===== src/rtl/wb_cmd_master_if.sv =====
// Command/response port and Wishbone master-side signals for wb_cmd_master.
// The master modport is the bus initiator's view; slave is the peer's view.
interface wb_cmd_master_if;
  logic        cmd_valid;
  logic        cmd_ready;
  logic        cmd_we;
  logic [31:0] cmd_adr;
  logic [31:0] cmd_dat;
  logic [3:0]  cmd_sel;

  logic        rsp_valid;
  logic        rsp_ready;
  logic [31:0] rsp_dat;
  logic [1:0]  rsp_status;

  logic [31:0] wb_adr_o;
  logic [31:0] wb_dat_o;
  logic [3:0]  wb_sel_o;
  logic        wb_we_o;
  logic        wb_cyc_o;
  logic        wb_stb_o;
  logic [2:0]  wb_cti_o;
  logic [1:0]  wb_bte_o;
  logic [31:0] wb_dat_i;
  logic        wb_ack_i;
  logic        wb_err_i;
  logic        wb_rty_i;

  modport master (
    input  cmd_valid, cmd_we, cmd_adr, cmd_dat, cmd_sel, rsp_ready,
           wb_dat_i, wb_ack_i, wb_err_i, wb_rty_i,
    output cmd_ready, rsp_valid, rsp_dat, rsp_status,
           wb_adr_o, wb_dat_o, wb_sel_o, wb_we_o, wb_cyc_o, wb_stb_o, wb_cti_o, wb_bte_o
  );

  modport slave (
    output cmd_valid, cmd_we, cmd_adr, cmd_dat, cmd_sel, rsp_ready,
           wb_dat_i, wb_ack_i, wb_err_i, wb_rty_i,
    input  cmd_ready, rsp_valid, rsp_dat, rsp_status,
           wb_adr_o, wb_dat_o, wb_sel_o, wb_we_o, wb_cyc_o, wb_stb_o, wb_cti_o, wb_bte_o
  );
endinterface


===== src/rtl/wb_cmd_master.sv =====
// Single-outstanding Wishbone classic-cycle master: one bus cycle per command,
// with err/ack/rty termination, bounded retries and a per-attempt timeout.
module wb_cmd_master #(
  parameter int unsigned TIMEOUT_CYCLES = 255,
  parameter int unsigned MAX_RETRY      = 3,
  parameter int unsigned RETRY_GAP      = 4
) (
  input  logic            wb_clk,
  input  logic            wb_rst_n,
  wb_cmd_master_if.master bus
);
  localparam int unsigned TO_W  = (TIMEOUT_CYCLES > 0) ? $clog2(TIMEOUT_CYCLES + 1) : 1;
  localparam int unsigned RTY_W = (MAX_RETRY > 0) ? $clog2(MAX_RETRY + 1) : 1;
  localparam int unsigned GAP_W = (RETRY_GAP > 1) ? $clog2(RETRY_GAP) : 1;

  localparam logic [TO_W-1:0]  TO_LAST   = TO_W'(TIMEOUT_CYCLES - 1);
  localparam logic [RTY_W-1:0] RTY_LIMIT = RTY_W'(MAX_RETRY);
  localparam logic [GAP_W-1:0] GAP_LAST  = GAP_W'(RETRY_GAP - 1);

  localparam logic [1:0] ST_OK      = 2'b00;
  localparam logic [1:0] ST_ERR     = 2'b01;
  localparam logic [1:0] ST_TIMEOUT = 2'b10;
  localparam logic [1:0] ST_RTY_EXH = 2'b11;

  typedef enum logic [1:0] {IDLE, BUS, GAP, RESP} state_t;

  state_t             state_reg, state_next;
  logic [31:0]        adr_reg, adr_next;
  logic [31:0]        dat_reg, dat_next;
  logic [3:0]         sel_reg, sel_next;
  logic               we_reg, we_next;
  logic               cyc_reg, cyc_next;
  logic               rsp_valid_reg, rsp_valid_next;
  logic [31:0]        rsp_dat_reg, rsp_dat_next;
  logic [1:0]         rsp_status_reg, rsp_status_next;
  logic [RTY_W-1:0]   retry_cnt_reg, retry_cnt_next;
  logic [TO_W-1:0]    to_cnt_reg, to_cnt_next;
  logic [GAP_W-1:0]   gap_cnt_reg, gap_cnt_next;

  always_ff @(posedge wb_clk or negedge wb_rst_n) begin
    if (!wb_rst_n) begin
      state_reg      <= IDLE;
      adr_reg        <= '0;
      dat_reg        <= '0;
      sel_reg        <= '0;
      we_reg         <= 1'b0;
      cyc_reg        <= 1'b0;
      rsp_valid_reg  <= 1'b0;
      rsp_dat_reg    <= '0;
      rsp_status_reg <= ST_OK;
      retry_cnt_reg  <= '0;
      to_cnt_reg     <= '0;
      gap_cnt_reg    <= '0;
    end else begin
      state_reg      <= state_next;
      adr_reg        <= adr_next;
      dat_reg        <= dat_next;
      sel_reg        <= sel_next;
      we_reg         <= we_next;
      cyc_reg        <= cyc_next;
      rsp_valid_reg  <= rsp_valid_next;
      rsp_dat_reg    <= rsp_dat_next;
      rsp_status_reg <= rsp_status_next;
      retry_cnt_reg  <= retry_cnt_next;
      to_cnt_reg     <= to_cnt_next;
      gap_cnt_reg    <= gap_cnt_next;
    end
  end

  always_comb begin
    state_next      = state_reg;
    adr_next        = adr_reg;
    dat_next        = dat_reg;
    sel_next        = sel_reg;
    we_next         = we_reg;
    cyc_next        = cyc_reg;
    rsp_valid_next  = rsp_valid_reg;
    rsp_dat_next    = rsp_dat_reg;
    rsp_status_next = rsp_status_reg;
    retry_cnt_next  = retry_cnt_reg;
    to_cnt_next     = to_cnt_reg;
    gap_cnt_next    = gap_cnt_reg;

    case (state_reg)
      IDLE: begin
        if (bus.cmd_valid) begin
          adr_next       = bus.cmd_adr;
          dat_next       = bus.cmd_dat;
          sel_next       = bus.cmd_sel;
          we_next        = bus.cmd_we;
          cyc_next       = 1'b1;
          retry_cnt_next = '0;
          to_cnt_next    = '0;
          state_next     = BUS;
        end
      end
      BUS: begin
        // err outranks ack, which outranks rty, when several arrive together
        if (bus.wb_err_i) begin
          cyc_next        = 1'b0;
          rsp_status_next = ST_ERR;
          rsp_dat_next    = '0;
          rsp_valid_next  = 1'b1;
          state_next      = RESP;
        end else if (bus.wb_ack_i) begin
          cyc_next        = 1'b0;
          rsp_status_next = ST_OK;
          rsp_dat_next    = we_reg ? 32'h0 : bus.wb_dat_i;
          rsp_valid_next  = 1'b1;
          state_next      = RESP;
        end else if (bus.wb_rty_i) begin
          cyc_next = 1'b0;
          if (retry_cnt_reg < RTY_LIMIT) begin
            retry_cnt_next = retry_cnt_reg + 1'b1;
            gap_cnt_next   = '0;
            state_next     = GAP;
          end else begin
            rsp_status_next = ST_RTY_EXH;
            rsp_dat_next    = '0;
            rsp_valid_next  = 1'b1;
            state_next      = RESP;
          end
        end else begin
          to_cnt_next = to_cnt_reg + 1'b1;
          if ((TIMEOUT_CYCLES != 0) && (to_cnt_reg == TO_LAST)) begin
            cyc_next        = 1'b0;
            rsp_status_next = ST_TIMEOUT;
            rsp_dat_next    = '0;
            rsp_valid_next  = 1'b1;
            state_next      = RESP;
          end
        end
      end
      GAP: begin
        if (gap_cnt_reg == GAP_LAST) begin
          cyc_next    = 1'b1;
          to_cnt_next = '0;
          state_next  = BUS;
        end else begin
          gap_cnt_next = gap_cnt_reg + 1'b1;
        end
      end
      RESP: begin
        if (bus.rsp_ready) begin
          rsp_valid_next = 1'b0;
          state_next     = IDLE;
        end
      end
      default: state_next = IDLE;
    endcase
  end

  assign bus.cmd_ready  = (state_reg == IDLE) && wb_rst_n;
  assign bus.rsp_valid  = rsp_valid_reg;
  assign bus.rsp_dat    = rsp_dat_reg;
  assign bus.rsp_status = rsp_status_reg;
  assign bus.wb_adr_o   = adr_reg;
  assign bus.wb_dat_o   = dat_reg;
  assign bus.wb_sel_o   = sel_reg;
  assign bus.wb_we_o    = we_reg;
  assign bus.wb_cyc_o   = cyc_reg;
  assign bus.wb_stb_o   = cyc_reg;
  assign bus.wb_cti_o   = 3'b000;
  assign bus.wb_bte_o   = 2'b00;
endmodule

===== src/flat_wrapper.sv =====
// flat-port wrapper written by rule: the top's interface ports become plain ports
module wb_cmd_master_flat 
#(
  parameter int unsigned TIMEOUT_CYCLES = 255,
  parameter int unsigned MAX_RETRY      = 3,
  parameter int unsigned RETRY_GAP      = 4
)
  (wb_clk, wb_rst_n, bus_cmd_valid, bus_cmd_we, bus_cmd_adr, bus_cmd_dat, bus_cmd_sel, bus_rsp_ready, bus_wb_dat_i, bus_wb_ack_i, bus_wb_err_i, bus_wb_rty_i, bus_cmd_ready, bus_rsp_valid, bus_rsp_dat, bus_rsp_status, bus_wb_adr_o, bus_wb_dat_o, bus_wb_sel_o, bus_wb_we_o, bus_wb_cyc_o, bus_wb_stb_o, bus_wb_cti_o, bus_wb_bte_o);
  wb_cmd_master_if bus_i ();
  input  logic wb_clk;
  input  logic wb_rst_n;
  input wire logic [$bits(bus_i.cmd_valid)-1:0] bus_cmd_valid;
  input wire logic [$bits(bus_i.cmd_we)-1:0] bus_cmd_we;
  input wire logic [$bits(bus_i.cmd_adr)-1:0] bus_cmd_adr;
  input wire logic [$bits(bus_i.cmd_dat)-1:0] bus_cmd_dat;
  input wire logic [$bits(bus_i.cmd_sel)-1:0] bus_cmd_sel;
  input wire logic [$bits(bus_i.rsp_ready)-1:0] bus_rsp_ready;
  input wire logic [$bits(bus_i.wb_dat_i)-1:0] bus_wb_dat_i;
  input wire logic [$bits(bus_i.wb_ack_i)-1:0] bus_wb_ack_i;
  input wire logic [$bits(bus_i.wb_err_i)-1:0] bus_wb_err_i;
  input wire logic [$bits(bus_i.wb_rty_i)-1:0] bus_wb_rty_i;
  output wire logic [$bits(bus_i.cmd_ready)-1:0] bus_cmd_ready;
  output wire logic [$bits(bus_i.rsp_valid)-1:0] bus_rsp_valid;
  output wire logic [$bits(bus_i.rsp_dat)-1:0] bus_rsp_dat;
  output wire logic [$bits(bus_i.rsp_status)-1:0] bus_rsp_status;
  output wire logic [$bits(bus_i.wb_adr_o)-1:0] bus_wb_adr_o;
  output wire logic [$bits(bus_i.wb_dat_o)-1:0] bus_wb_dat_o;
  output wire logic [$bits(bus_i.wb_sel_o)-1:0] bus_wb_sel_o;
  output wire logic [$bits(bus_i.wb_we_o)-1:0] bus_wb_we_o;
  output wire logic [$bits(bus_i.wb_cyc_o)-1:0] bus_wb_cyc_o;
  output wire logic [$bits(bus_i.wb_stb_o)-1:0] bus_wb_stb_o;
  output wire logic [$bits(bus_i.wb_cti_o)-1:0] bus_wb_cti_o;
  output wire logic [$bits(bus_i.wb_bte_o)-1:0] bus_wb_bte_o;
  assign bus_i.cmd_valid = bus_cmd_valid;
  assign bus_i.cmd_we = bus_cmd_we;
  assign bus_i.cmd_adr = bus_cmd_adr;
  assign bus_i.cmd_dat = bus_cmd_dat;
  assign bus_i.cmd_sel = bus_cmd_sel;
  assign bus_i.rsp_ready = bus_rsp_ready;
  assign bus_i.wb_dat_i = bus_wb_dat_i;
  assign bus_i.wb_ack_i = bus_wb_ack_i;
  assign bus_i.wb_err_i = bus_wb_err_i;
  assign bus_i.wb_rty_i = bus_wb_rty_i;
  assign bus_cmd_ready = bus_i.cmd_ready;
  assign bus_rsp_valid = bus_i.rsp_valid;
  assign bus_rsp_dat = bus_i.rsp_dat;
  assign bus_rsp_status = bus_i.rsp_status;
  assign bus_wb_adr_o = bus_i.wb_adr_o;
  assign bus_wb_dat_o = bus_i.wb_dat_o;
  assign bus_wb_sel_o = bus_i.wb_sel_o;
  assign bus_wb_we_o = bus_i.wb_we_o;
  assign bus_wb_cyc_o = bus_i.wb_cyc_o;
  assign bus_wb_stb_o = bus_i.wb_stb_o;
  assign bus_wb_cti_o = bus_i.wb_cti_o;
  assign bus_wb_bte_o = bus_i.wb_bte_o;
  wb_cmd_master #(.TIMEOUT_CYCLES(TIMEOUT_CYCLES), .MAX_RETRY(MAX_RETRY), .RETRY_GAP(RETRY_GAP)) u_core (.wb_clk(wb_clk), .wb_rst_n(wb_rst_n), .bus(bus_i));
endmodule

===== config.mk =====
export PLATFORM = sky130hd
export DESIGN_NAME = wb_cmd_master_flat
export DESIGN_NICKNAME = d
export VERILOG_FILES = /design/src/rtl/wb_cmd_master_if.sv /design/src/rtl/wb_cmd_master.sv /design/src/flat_wrapper.sv
export SDC_FILE = /design/constraint.sdc
export NUM_CORES = 1
export LEC_CHECK = 0
export CORE_MARGIN = 2
export CORE_UTILIZATION = 41
export CTS_CLUSTER_SIZE = 12
export DETAILED_ROUTE_END_ITERATION = 16
export PLACE_DENSITY = 0.8
export SYNTH_ARGS = -nofsm -noshare
export SYNTH_HDL_FRONTEND = slang
export SYNTH_SLANG_ARGS = --single-unit
export TNS_END_PERCENT = 100

===== constraint.sdc =====
create_clock -name wb_clk -period 2.15 [get_ports wb_clk]
set_clock_uncertainty 0.1 [all_clocks]
set_input_delay 0.43 -clock wb_clk [delete_from_list [all_inputs] [get_ports wb_clk]]
set_output_delay 0.43 -clock wb_clk [all_outputs]
set_load 0.02 [all_outputs]

## After elaboration in Yosys (flattened, before gate mapping)

Cells that the tools add are included.

- Register bits after elaboration: 119
- Word-level logic and storage cells: 100
- Input bits: 108

- $add $sub $neg: 3
- Multiplexer cells: 52
- Magnitude comparators: 1
- Reduce and logical (&&, ||, !) cells: 15
- Equality and inequality tests: 17

Operator list:

| kind | count |
|---|---|
| $mux W32 | 6 |
| $mux W2 | 22 |
| $mux W8 | 5 |
| $pmux W8 S3 | 1 |
| $reduce_and A6 Y1 | 3 |
| $ne A2 B2 Y1 const B | 7 |
| $mux W1 | 13 |
| $reduce_and A4 Y1 | 3 |
| $add A8 B1 Y8 const B | 1 |
| $eq A8 B8 Y1 const B | 1 |
| $pmux W2 S2 | 2 |
| $pmux W2 S4 | 1 |
| $eq A2 B2 Y1 const B | 3 |
| $reduce_bool A2 Y1 | 3 |
| $ne A5 B4 Y1 const B | 1 |
| $ne A5 B5 Y1 const B | 1 |
| $add A2 B1 Y2 const B | 2 |
| $ne A2 B1 Y1 const B | 2 |
| $ne A4 B4 Y1 const B | 1 |
| $reduce_bool A4 Y1 | 1 |
| $pmux W1 S3 | 1 |
| $reduce_and A3 Y1 | 1 |
| $reduce_bool A3 Y1 | 1 |
| $eq A2 B1 Y1 const B | 1 |
| other kinds (5) | 5 |

## Longest topological paths before layout

- Word-level depth: 6
- Mapped depth: 7
- Depth with buffers taken out: 6

## Worst setup path before layout

No wires, ideal clock.

- Path type: reg-to-reg
- Start: register u_core.to_cnt_reg[0]
- End: register u_core.rsp_dat_reg[10], in the netlist u_core.bus.rsp_dat[10]
- Required time: 1.984 ns
- Slack: 0.455 ns
- Stages on the path, launching flop included: 8
- Path buffers: 1
- Arrival time: 1.530 ns
- Period minus slack after synthesis: 1.695 ns
- Setup time: 0.066 ns
- Path through: dfrtp_1 > inv_1 > ha_1 > and3_1 > a211o_2 > nand3_2 > buf_4 > a22o_1

- Longest elaborated chain between the ends: 3

RTL lines:

| what | line | source |
|---|---|---|
| start, declared | wb_cmd_master.sv:37 | `logic [TO_W-1:0] to_cnt_reg, to_cnt_next;` |
| start signal, assigned | wb_cmd_master.sv:65 | `to_cnt_reg <= to_cnt_next;` |
| $eq A8 B8 Y1 | wb_cmd_master.sv:125 | `if ((TIMEOUT_CYCLES != 0) && (to_cnt_reg == TO_LAST)) begin` |
| $reduce_bool A4 Y1 (no source line) | n/a |  |
| $reduce_and A3 Y1 (no source line) | n/a |  |
| end signal, assigned | wb_cmd_master.sv:62 | `rsp_dat_reg <= rsp_dat_next;` |
| end, declared | wb_cmd_master.sv:34 | `logic [31:0] rsp_dat_reg, rsp_dat_next;` |

Every way passes these cells.
A chain may end at the register's enable or synchronous reset.

## Worst setup path after layout

- Start: register u_core.state_reg[0]
- End: output bus_cmd_ready

- Longest elaborated chain between the ends: 2

RTL lines:

| what | line | source |
|---|---|---|
| start, declared | wb_cmd_master.sv:27 | `state_t state_reg, state_next;` |
| start signal, assigned | wb_cmd_master.sv:55 | `state_reg <= state_next;` |
| $logic_not A2 Y1 | wb_cmd_master.sv:153 | `assign bus.cmd_ready = (state_reg == IDLE) && wb_rst_n;` |
| $logic_and A1 B1 Y1 | wb_cmd_master.sv:153 |  |
| end, declared | flat_wrapper.sv:22 | `output wire logic [$bits(bus_i.cmd_ready)-1:0] bus_cmd_ready;` |

Every way passes these cells.

==> run_results.csv <==
group,metric,value,unit
outcome,outcome,"finished clean",
synthesis,synthArstFlopShare,100,%
timing,slew_violations,0,
finish,stdcell_area,7660,µm²
synthesis,synth_top_area_cell,"dfrtp_1",
place,gp_congestion,0.796,
route,antenna_left,0,
power_and_ir_drop,ir_worst_vdd,0.843,mV
critical_path,cp_cell_sequence,"nor3b_1 -> dlygate4sd2_1",
route,drcViolationCount,0,
clock_tree,root_buffer,"clkbuf_16",
critical_path,crit_arrival,1.47,ns
timing,worst_slack,0.148,ns
power_and_ir_drop,p_total,12.1,mW
synthesis,synthCells,322,
global_routing,grt_pass1_wl,19.5,mm
critical_path,end_kind,"output port",
timing,clock.fmax,499,MHz
route,routed_wl,11.8,mm
power_and_ir_drop,sw_frac_of_total,33.0,%
power_and_ir_drop,p_leak,3.29,nW
finish,n_fill_cell,812,
finish,fin_nets,662,
power_and_ir_drop,p_per_area,1590,nW/µm²
power_and_ir_drop,combinationalPowerShare,44.0,%
synthesis,synth_top_area_share,63.5,%
critical_path,crit_path_top_delay_cell,"dlygate4sd2_1",
global_routing,grt_use_total,20.0,%
critical_path,cp.required,1.62,ns
place,dpl_worst_slack,-0.0293,ns
synthesis,yosysMostFrequentCell,"dfrtp_1",
critical_path,worstSetupStartpointType,"register",
synthesis,synthTopCellsByCount,"119 x dfrtp_1, 69 x mux2_2, 32 x a22o_1",
clock_tree,cts_tree,"done",
synthesis,yosysUniqueCellTypes,35,
place,dpl_cell_area,7040,µm²
finish,num_antenna_cells,0,
global_routing,overflow,0,
power_and_ir_drop,internal_power,8.14,mW
synthesis,synth_edf_count,0,
synthesis,syn_area,4690,µm²
flow_run,cap_violations,0,
power_and_ir_drop,seqPwrFrac,31.5,%
timing,setup_viol,0,
synthesis,yosys-top-cells-area,"dfrtp_1 64%, mux2_2 17%, a22o_1 6.0%",
floorplanning,core.rowCount,39,
floorplanning,pin_count,220,
timing,period_minus_slack,2.00,ns
synthesis,yosys_warnings,0,
critical_path,critPathKind,"register to output port",
place,placed_cells,674,
critical_path,critPathMaxFanout,2,
route,drt_first_pass_iters,4,
finish,drive_gt1_share,20.8,%
clock_tree,cts_buffers,17,
global_routing,grt_antenna_before_repair,0,
timing,maxSlewHeadroom,42.4,%
floorplanning,fp.dieArea,12300,µm²
floorplanning,chipHeight,111,µm
clock_tree,cts.path.max_buffers,2,
clock_tree,clk_latency,0.39,ns
finish,syn_to_final_growth,63.5,%
floorplanning,core_area,11300,µm²
synthesis,avgSynthCellArea,14.6,µm²
power_and_ir_drop,p_sw,4.01,mW
route,viasPerCell,4.96,
synthesis,synth_seq_cells,119,
timing,rsz0062_at_grt,"false",
clock_tree,clock_sinks,119,
power_and_ir_drop,power.share.clock,24.5,%
critical_path,cpPeakStageDelay,0.41,ns
synthesis,seq_area_frac_synth,63.5,%
floorplanning,dieWidth,111,µm
synthesis,synthFlopType,"dfrtp_1",
timing,hold_viol_final,0,
place,hpwl,8.58,mm
route,drtIter0Drc,101,
route,routedWlPerCell,16.7,µm
global_routing,grt_pass1_vias,3795,
hold_path,min-delay-path-class,"input port to asynchronous set/reset pin",
place,io_buffers,214,
clock_tree,htreeDepth,4,
finish,final_cells,706,
clock_tree,clkSlewWorstSetupHoldPaths,0.05,ns
floorplanning,start_util,41.6,%
timing,setup_tns,0,ns
global_routing,grt_start_max_net_pins,72,
timing,fin_crit_sh,93.1,%
route,num_vias,3505,
timing,worstMarginPinSlew,0.864,ns
## metrics by stage
stage          hold WS (ns)  util, %
2_1_floorplan        0.0344        -
5_1_grt              0.0935     68.0
4_1_cts              0.0628     68.0
3_3_place_gp          0.355     62.4
6_report             0.0441     68.0
3_5_place_dp          0.358     62.4
## placed cells by master (no fill, tap or decap), types with 2 or more instances in the layout
cell	n
nor2_1	10
clkbuf_8	3
and3_1	2
buf_12	3
mux2_2	69
nand4_1	2
a22o_1	32
clkbuf_16	17
or2_1	2
buf_4	12
xor2_1	4
dfrtp_1	119
nand3b_1	2
nand2b_1	4
nor2b_1	2
clkinv_2	3
inv_1	3
mux2i_1	4
nand3_1	2
bufinv_16	4
conb_1	5
a31oi_1	3
clkdlybuf4s50_1	212
clkbuf_1	4
o21ai_0	8
ha_1	4
a21oi_1	6
o22ai_1	2
nand2_1	7
## layout make-up
cell class	instances	area, µm²	area share [%]
clock buffer	24	482	6.29
tap	143	179	2.33
clock inverter	8	144	1.88
multi-input combinational	181	1590	20.7
sequential	119	2980	38.9
inverter	3	11.3	0.147
timing repair buffer	228	2280	29.8
## per-layer routing
metal	GRT usage, %	share of wire, %	up-vias
met5	0	0	-
li1	-	-	1608
met2	34.6	53	147
met3	7.33	7.7	17
met4	7.83	1.9	0
met1	22.6	38	1733
## path summary, 6_finish.rpt
path	startpoint	to	slack [ns]	cells past startpoint
max	u_core.state_reg[0]	bus_cmd_ready	0.15	2
max reg2reg	u_core.to_cnt_reg[0]	u_core.bus.rsp_dat[3]	0.32	7
max in group asynchronous	wb_rst_n	u_core.bus.rsp_dat[1]	0.61	3
min	wb_rst_n	u_core.bus.wb_adr_o[25]	0.04	2
min in group wb_clk	u_core.to_cnt_reg[5]	u_core.to_cnt_reg[5]	0.36	1
min reg2reg	u_core.to_cnt_reg[5]	u_core.to_cnt_reg[5]	0.36	1
## power groups by stage
stage          sequential [mW]  combinational, mW  clock, mW
4_1_cts                   3.85               5.43       3.04
3_3_place_gp              3.81               5.27          0
6_report                  3.83               5.35       2.97
3_5_place_dp              3.86               5.40          0
2_1_floorplan             4.97               1.58          0
5_1_grt                   3.97               5.65       3.14
## critical path, delay by kind of cell, from the launching register on
kind          cells  cell delay [ns]
flops             1             0.37
buf+inv           1             0.41
simple gates      1             0.30
## kinds of logic after synthesis
kind of cell	share of synthesized area [%]
DFF	63.5
muxes	17.4
AOI/OAI and AO/OA	8.73
and+or+nand+nor	5.21
buffers and inverters	3.20
adders and majority gates	1.07
xor gates and xnor gates	0.747
other	0.0800
## what timing repair did
item,in CTS,in global routing
hold buffers,0,0
hold endpoints to repair,0,0
resized for setup,1,0
setup endpoints to repair,1,0
setup buffers,0,0
Note: power is estimated with default switching activity, not from simulation.
